`config.mk`:
```
export PLATFORM = sky130hd
export DESIGN_NAME = mdu_seq
export DESIGN_NICKNAME = d
export VERILOG_FILES = /design/src/rtl/mdu_seq.sv
export SDC_FILE = /design/constraint.sdc
export NUM_CORES = 1
export LEC_CHECK = 0
export CORE_MARGIN = 2
export CORE_UTILIZATION = 55
export CTS_BUF_LIST = sky130_fd_sc_hd__clkbuf_16
export CTS_CLUSTER_SIZE = 10
export DETAILED_ROUTE_END_ITERATION = 16
export GPL_TIMING_DRIVEN = 0
export MAX_ROUTING_LAYER = met4
export PLACE_DENSITY_LB_ADDON = 0.05
export SETUP_SLACK_MARGIN = 0.5
export SYNTH_ARGS = -nofsm -noshare
export SYNTH_HDL_FRONTEND = slang
export SYNTH_SLANG_ARGS = --single-unit
```
`constraint.sdc`:
```
create_clock -name clk -period 5.3 [get_ports clk]
set_input_delay 1.59 -clock clk [delete_from_list [all_inputs] [get_ports clk]]
set_output_delay 1.59 -clock clk [all_outputs]
set_load 0.01 [all_outputs]
```
`src/rtl/mdu_seq.sv`:
```
`default_nettype none
// ============================================================================
// Module  : mdu_seq
// Brief   : Iterative 32-step multiply/divide sequencer owning the HI/LO pair.
// Revision: 1.0 - initial release
// ============================================================================
module mdu_seq #(
    parameter int DATA_W = 32,
    parameter int CNT_W  = 6
) (
    input  logic              clk,
    input  logic              rst,
    input  logic              start,
    input  logic [2:0]        op,
    input  logic [DATA_W-1:0] opnd1,
    input  logic [DATA_W-1:0] opnd2,
    input  logic              flush,
    input  logic              mf_req,
    output logic              busy,
    output logic              stall_req,
    output logic              done,
    output logic [DATA_W-1:0] hi,
    output logic [DATA_W-1:0] lo
);

    typedef enum logic [1:0] {
        S_IDLE = 2'd0,
        S_CALC = 2'd1,
        S_FIX  = 2'd2
    } state_t;

    localparam logic [CNT_W-1:0] c_last = CNT_W'(DATA_W - 1);

    state_t                r_state, w_state_next;
    logic [CNT_W-1:0]      r_cnt;
    logic [2*DATA_W-1:0]   r_acc;   // product, or {remainder, quotient}
    logic [DATA_W-1:0]     r_opb;   // multiplicand or divisor magnitude
    logic                  r_s1, r_s2, r_signed, r_div, r_done;
    logic [DATA_W-1:0]     r_hi, r_lo;

    logic                  w_cmd_md, w_op_signed, w_neg1, w_neg2;
    logic [DATA_W-1:0]     w_mag1, w_mag2;
    logic [DATA_W:0]       w_sum, w_rem_sh;
    logic [DATA_W-1:0]     w_rem_sub;
    logic                  w_ge;
    logic [2*DATA_W-1:0]   w_mul_next, w_div_next, w_prod_fix;
    logic [DATA_W-1:0]     w_quot_fix, w_rem_fix;

    assign w_cmd_md    = start && !flush && !op[2];
    assign w_op_signed = !op[0];
    assign w_neg1      = w_op_signed && opnd1[DATA_W-1];
    assign w_neg2      = w_op_signed && opnd2[DATA_W-1];
    assign w_mag1      = w_neg1 ? -opnd1 : opnd1;
    assign w_mag2      = w_neg2 ? -opnd2 : opnd2;

    // Multiply: accumulate into the upper half, shift multiplier out of the low half.
    assign w_sum      = {1'b0, r_acc[2*DATA_W-1:DATA_W]} + (r_acc[0] ? {1'b0, r_opb} : '0);
    assign w_mul_next = {w_sum, r_acc[DATA_W-1:1]};

    // Divide: shifted remainder needs one extra bit before the compare.
    assign w_rem_sh   = r_acc[2*DATA_W-1:DATA_W-1];
    assign w_ge       = w_rem_sh >= {1'b0, r_opb};
    assign w_rem_sub  = w_rem_sh[DATA_W-1:0] - r_opb;
    assign w_div_next = w_ge ? {w_rem_sub, r_acc[DATA_W-2:0], 1'b1}
                             : {w_rem_sh[DATA_W-1:0], r_acc[DATA_W-2:0], 1'b0};

    assign w_prod_fix = (r_signed && (r_s1 ^ r_s2)) ? -r_acc : r_acc;
    assign w_quot_fix = (r_signed && (r_s1 ^ r_s2)) ? -r_acc[DATA_W-1:0] : r_acc[DATA_W-1:0];
    assign w_rem_fix  = (r_signed && r_s1) ? -r_acc[2*DATA_W-1:DATA_W] : r_acc[2*DATA_W-1:DATA_W];

    always_ff @(posedge clk) begin
        if (rst) begin
            r_state <= S_IDLE;
        end else begin
            r_state <= w_state_next;
        end
    end

    always_comb begin
        w_state_next = r_state;
        case (r_state)
            S_IDLE:  if (w_cmd_md) w_state_next = S_CALC;
            S_CALC:  if (flush) w_state_next = S_IDLE;
                     else if (r_cnt == c_last) w_state_next = S_FIX;
            S_FIX:   w_state_next = S_IDLE;
            default: w_state_next = S_IDLE;
        endcase
    end

    always_ff @(posedge clk) begin
        if (rst) begin
            r_cnt    <= '0;
            r_acc    <= '0;
            r_opb    <= '0;
            r_s1     <= 1'b0;
            r_s2     <= 1'b0;
            r_signed <= 1'b0;
            r_div    <= 1'b0;
            r_done   <= 1'b0;
            r_hi     <= '0;
            r_lo     <= '0;
        end else begin
            r_done <= 1'b0;
            case (r_state)
                S_IDLE: begin
                    if (w_cmd_md) begin
                        r_cnt    <= '0;
                        r_s1     <= w_neg1;
                        r_s2     <= w_neg2;
                        r_signed <= w_op_signed;
                        r_div    <= op[1];
                        if (op[1]) begin
                            r_acc <= {{DATA_W{1'b0}}, w_mag1};
                            r_opb <= w_mag2;
                        end else begin
                            r_acc <= {{DATA_W{1'b0}}, w_mag2};
                            r_opb <= w_mag1;
                        end
                    end else if (start && !flush && op == 3'd4) begin
                        r_hi <= opnd1;
                    end else if (start && !flush && op == 3'd5) begin
                        r_lo <= opnd1;
                    end
                end
                S_CALC: begin
                    r_cnt <= r_cnt + 1'b1;
                    r_acc <= r_div ? w_div_next : w_mul_next;
                end
                S_FIX: begin
                    if (!flush) begin
                        r_done <= 1'b1;
                        if (r_div) begin
                            r_hi <= w_rem_fix;
                            r_lo <= w_quot_fix;
                        end else begin
                            r_hi <= w_prod_fix[2*DATA_W-1:DATA_W];
                            r_lo <= w_prod_fix[DATA_W-1:0];
                        end
                    end
                end
                default: ;
            endcase
        end
    end

    assign busy      = (r_state != S_IDLE);
    assign stall_req = busy && (mf_req || start);
    assign done      = r_done;
    assign hi        = r_hi;
    assign lo        = r_lo;

endmodule
`default_nettype wire
```
==> results.toml <==
[critical_path]
start_kind = "input port"
cp_common_cell = "or4_1"
ff2ff_path_depth = 15
crit_chain = "clkdlybuf4s50_1 -> or4_1 -> or4_1 -> nor3_2 -> nand2_1 -> o21ai_0 -> xor2_1 -> a21oi_1 -> o221a_2"
slowest_stage = "or4_1"
cp-startpoint = "opnd1[3]"
r2r_end = "r_acc[59]"
r2r_start = "r_acc[0]"
r2r_slack_ns = 0.99
cp_data_arrival_time_ns = 5.10
criticalPathCategory = "input port to flip-flop"
worstPathRequired_ns = 5.64
crit_fanout = 7
slowest_delay_ns = 0.62
end_kind = "flip-flop"

[cts]
root_buffer = "clkbuf_16"
cts_buffer_depth = 2
clk_pin_slew_worst_paths_ns = 0.07
cts_buffers = 17
post_cts_buffers = 0
htreeDepth = 4
insertion_delay_ns = 0.46
cts.sinks = 173
cts_tree = "done"

[die]
die_height_um = 168.2
ios = 139
die-area_um2 = 28280
core.rowCount = 60
core_um2 = 26730
die_x_um = 168.2
floorplan.initialDensity_pct = 55.47

[logic_synthesis]
synth_top_cell_by_area = "dfxtp_1"
ys_ff_latch = 173
post-synth-top-count-cell = "nor2_1"
avgSynthCellArea_um2 = 7.242
syn_area_um2 = 14820
netlist_instances = 2047
synthFlopType = "dfxtp_1"
synth_edf_count = 0
synth_cell_types = 81
yosys-top-cells-area = "dfxtp_1 (23%), a21oi_1 (6.9%), nor2_1 (6.7%)"
async_flop_share_pct = 0
ys_warn_count = 0
synth-seq-area-share_pct = 23.36
yosys.area.top_type_share_pct = 23.36
syn_nets = 2190
synthTopCellsByCount = "nor2_1 (266), a21oi_1 (204), nand2_1 (189), dfxtp_1 (173), o21ai_0 (128)"

[min_path]
worst_hold_startpoint = "hi[15]"
min_path_type = "flip-flop to flip-flop"
hold_path_depth = 1
hold_end = "hi[15]"

[place]
place.gp.congestion = 1.095
pre_cts_ws_ns = -0.06890
dp.cells = 2524
hpwl_um = 49290
io_buffers = 136

[power_and_ir_drop]
ir_drop_v = 0.0002087
power_density_nw_per_um2 = 217.6
power_leakage_nw = 6.585

[grt]
grt-ovfl-total = 0
antenna_found_initial = 0
first_global_vias = 15230
grt_max_degree = 20
grt_usage_pct = 43.38
grt_pass1_wl_um = 90970

[finish]
diodes = 0
syn2layout_area_growth_pct = 16.48
drive_above_1_share_pct = 3.567
fin_nets = 2345
final_cells = 2556
final_core_util_pct = 64.61

[routing]
wire_per_inst_um = 23.94
drt_wl_total_um = 61200
dr.pass1.iters = 6
drt-initial-drc-count = 2509
via_per_inst = 6.712
drcViolationCount = 0
ant_nets = 0
vias = 17160

[timing]
hold_violations = 0
fin_ws_ns = 0.5414
setup_viol = 0
tns_ns = 0
slew_headroom_pct = 30.93
finalHoldWorstSlack_ns = 0.4522
fmax_mhz = 210.1
tightest_slew_ns = 1.034
slew_viol_final = 0
rsz0062_at_grt = "no"
timing.final.crit_share_pct = 89.79
period_minus_slack_ns = 4.759
fin_skew_ns = 0.02242

[status]
status = "completed"

[run]
cap_viol_max_count = 0
==> layer usage <==
layer / GRT usage, % / vias up / routed length (um)
li1: - / 7771 / -
met1: 58.17 / 7983 / 24590
met2: 62.27 / 1212 / 25070
met3: 9.638 / 191 / 8167
met4: 19.79 / 0 / 3372
met5: - / - / 0
==> metrics by stage <==
step,power (W),cell area [um^2]
finish,0.003756,17270
global route,0.003857,17270
CTS,0.003690,17210
detailed placement,0.002423,16610
global placement,0.002406,16610
floorplan,0.002047,14820
==> cells by family after synthesis <==
family / after synthesis / share of synthesized area (%)
AO/OA/AOI/OAI: 666 / 29.09
multiplexers: 63 / 4.288
flip-flops: 173 / 23.36
XOR/XNOR: 164 / 9.689
adder cells (fa/ha/maj): 71 / 6.094
buffers and inverters: 206 / 5.351
AND/OR/NAND/NOR: 704 / 22.12
==> worst max path at each step <==
| stage | slack, ns | end | depth (start not counted) |
|---|---|---|---|
| global route | 0.47 | r_acc[24] | 10 |
| CTS | 0.51 | r_acc[25] | 8 |
| finish | 0.54 | r_acc[26] | 9 |
| global placement | -0.08 | r_acc[27] | 11 |
| floorplan | 1.28 | r_acc[25] | 9 |
| detailed placement | -0.07 | r_acc[27] | 11 |
==> state kept, by name, summed over array words and instances, names as in the netlist, 2 cells and up <==
name,count
r_acc,64
r_opb,32
hi,32
r_cnt,6
r_state,2
lo,32
==> worst max-delay path: cells and delay by family <==
kind	cells	cell delay [ns]
AND/OR/NAND/NOR	4	1.65
AO/OA/AOI/OAI	3	0.78
buffers and inverters	1	0.61
XOR/XNOR	1	0.47
==> cell type report <==
| class | instances | area [um^2] |
|---|---|---|
| plain buffers | 136 | 530.5 |
| clock buffers | 17 | 425.4 |
| inverters | 70 | 262.8 |
| flip-flops and latches | 173 | 3463 |
| multi-input cells | 1668 | 10620 |
| well taps | 341 | 426.7 |
| fillers | 2490 | 9459 |
| repair buffers | 136 | 1366 |
| clock inverters | 15 | 170.2 |
==> layout by cell type, fill, tap and decap left out, types with 43 or more instances in the layout <==
cell	Yosys	routed
nor3_1	51	50
xnor2_1	96	96
ha_1	69	69
nand2_1	189	189
clkbuf_1	119	119
mux2i_1	59	59
inv_1	68	68
nand3_1	45	45
nor2_1	266	266
o21ai_0	128	128
clkdlybuf4s50_1	0	134
dfxtp_1	173	173
a21oi_1	204	204
a211oi_1	86	86
a21o_1	43	43
xor2_1	68	66
==> power breakdown <==
part	internal (W)	total [W]	leakage [nW]	switching, W
logic	0.000377	0.00107	4.89	0.000694
clock network	0.000637	0.00131	0.293	0.000671
registers	0.00133	0.00138	1.40	0.0000427
==> repair_timing <==
action / CTS / global route
hold buffers: 0 / 0
endpoints found under the setup margin: 2 / 13
resized for setup: 1 / 9
Power figures use the tool's default switching activity.
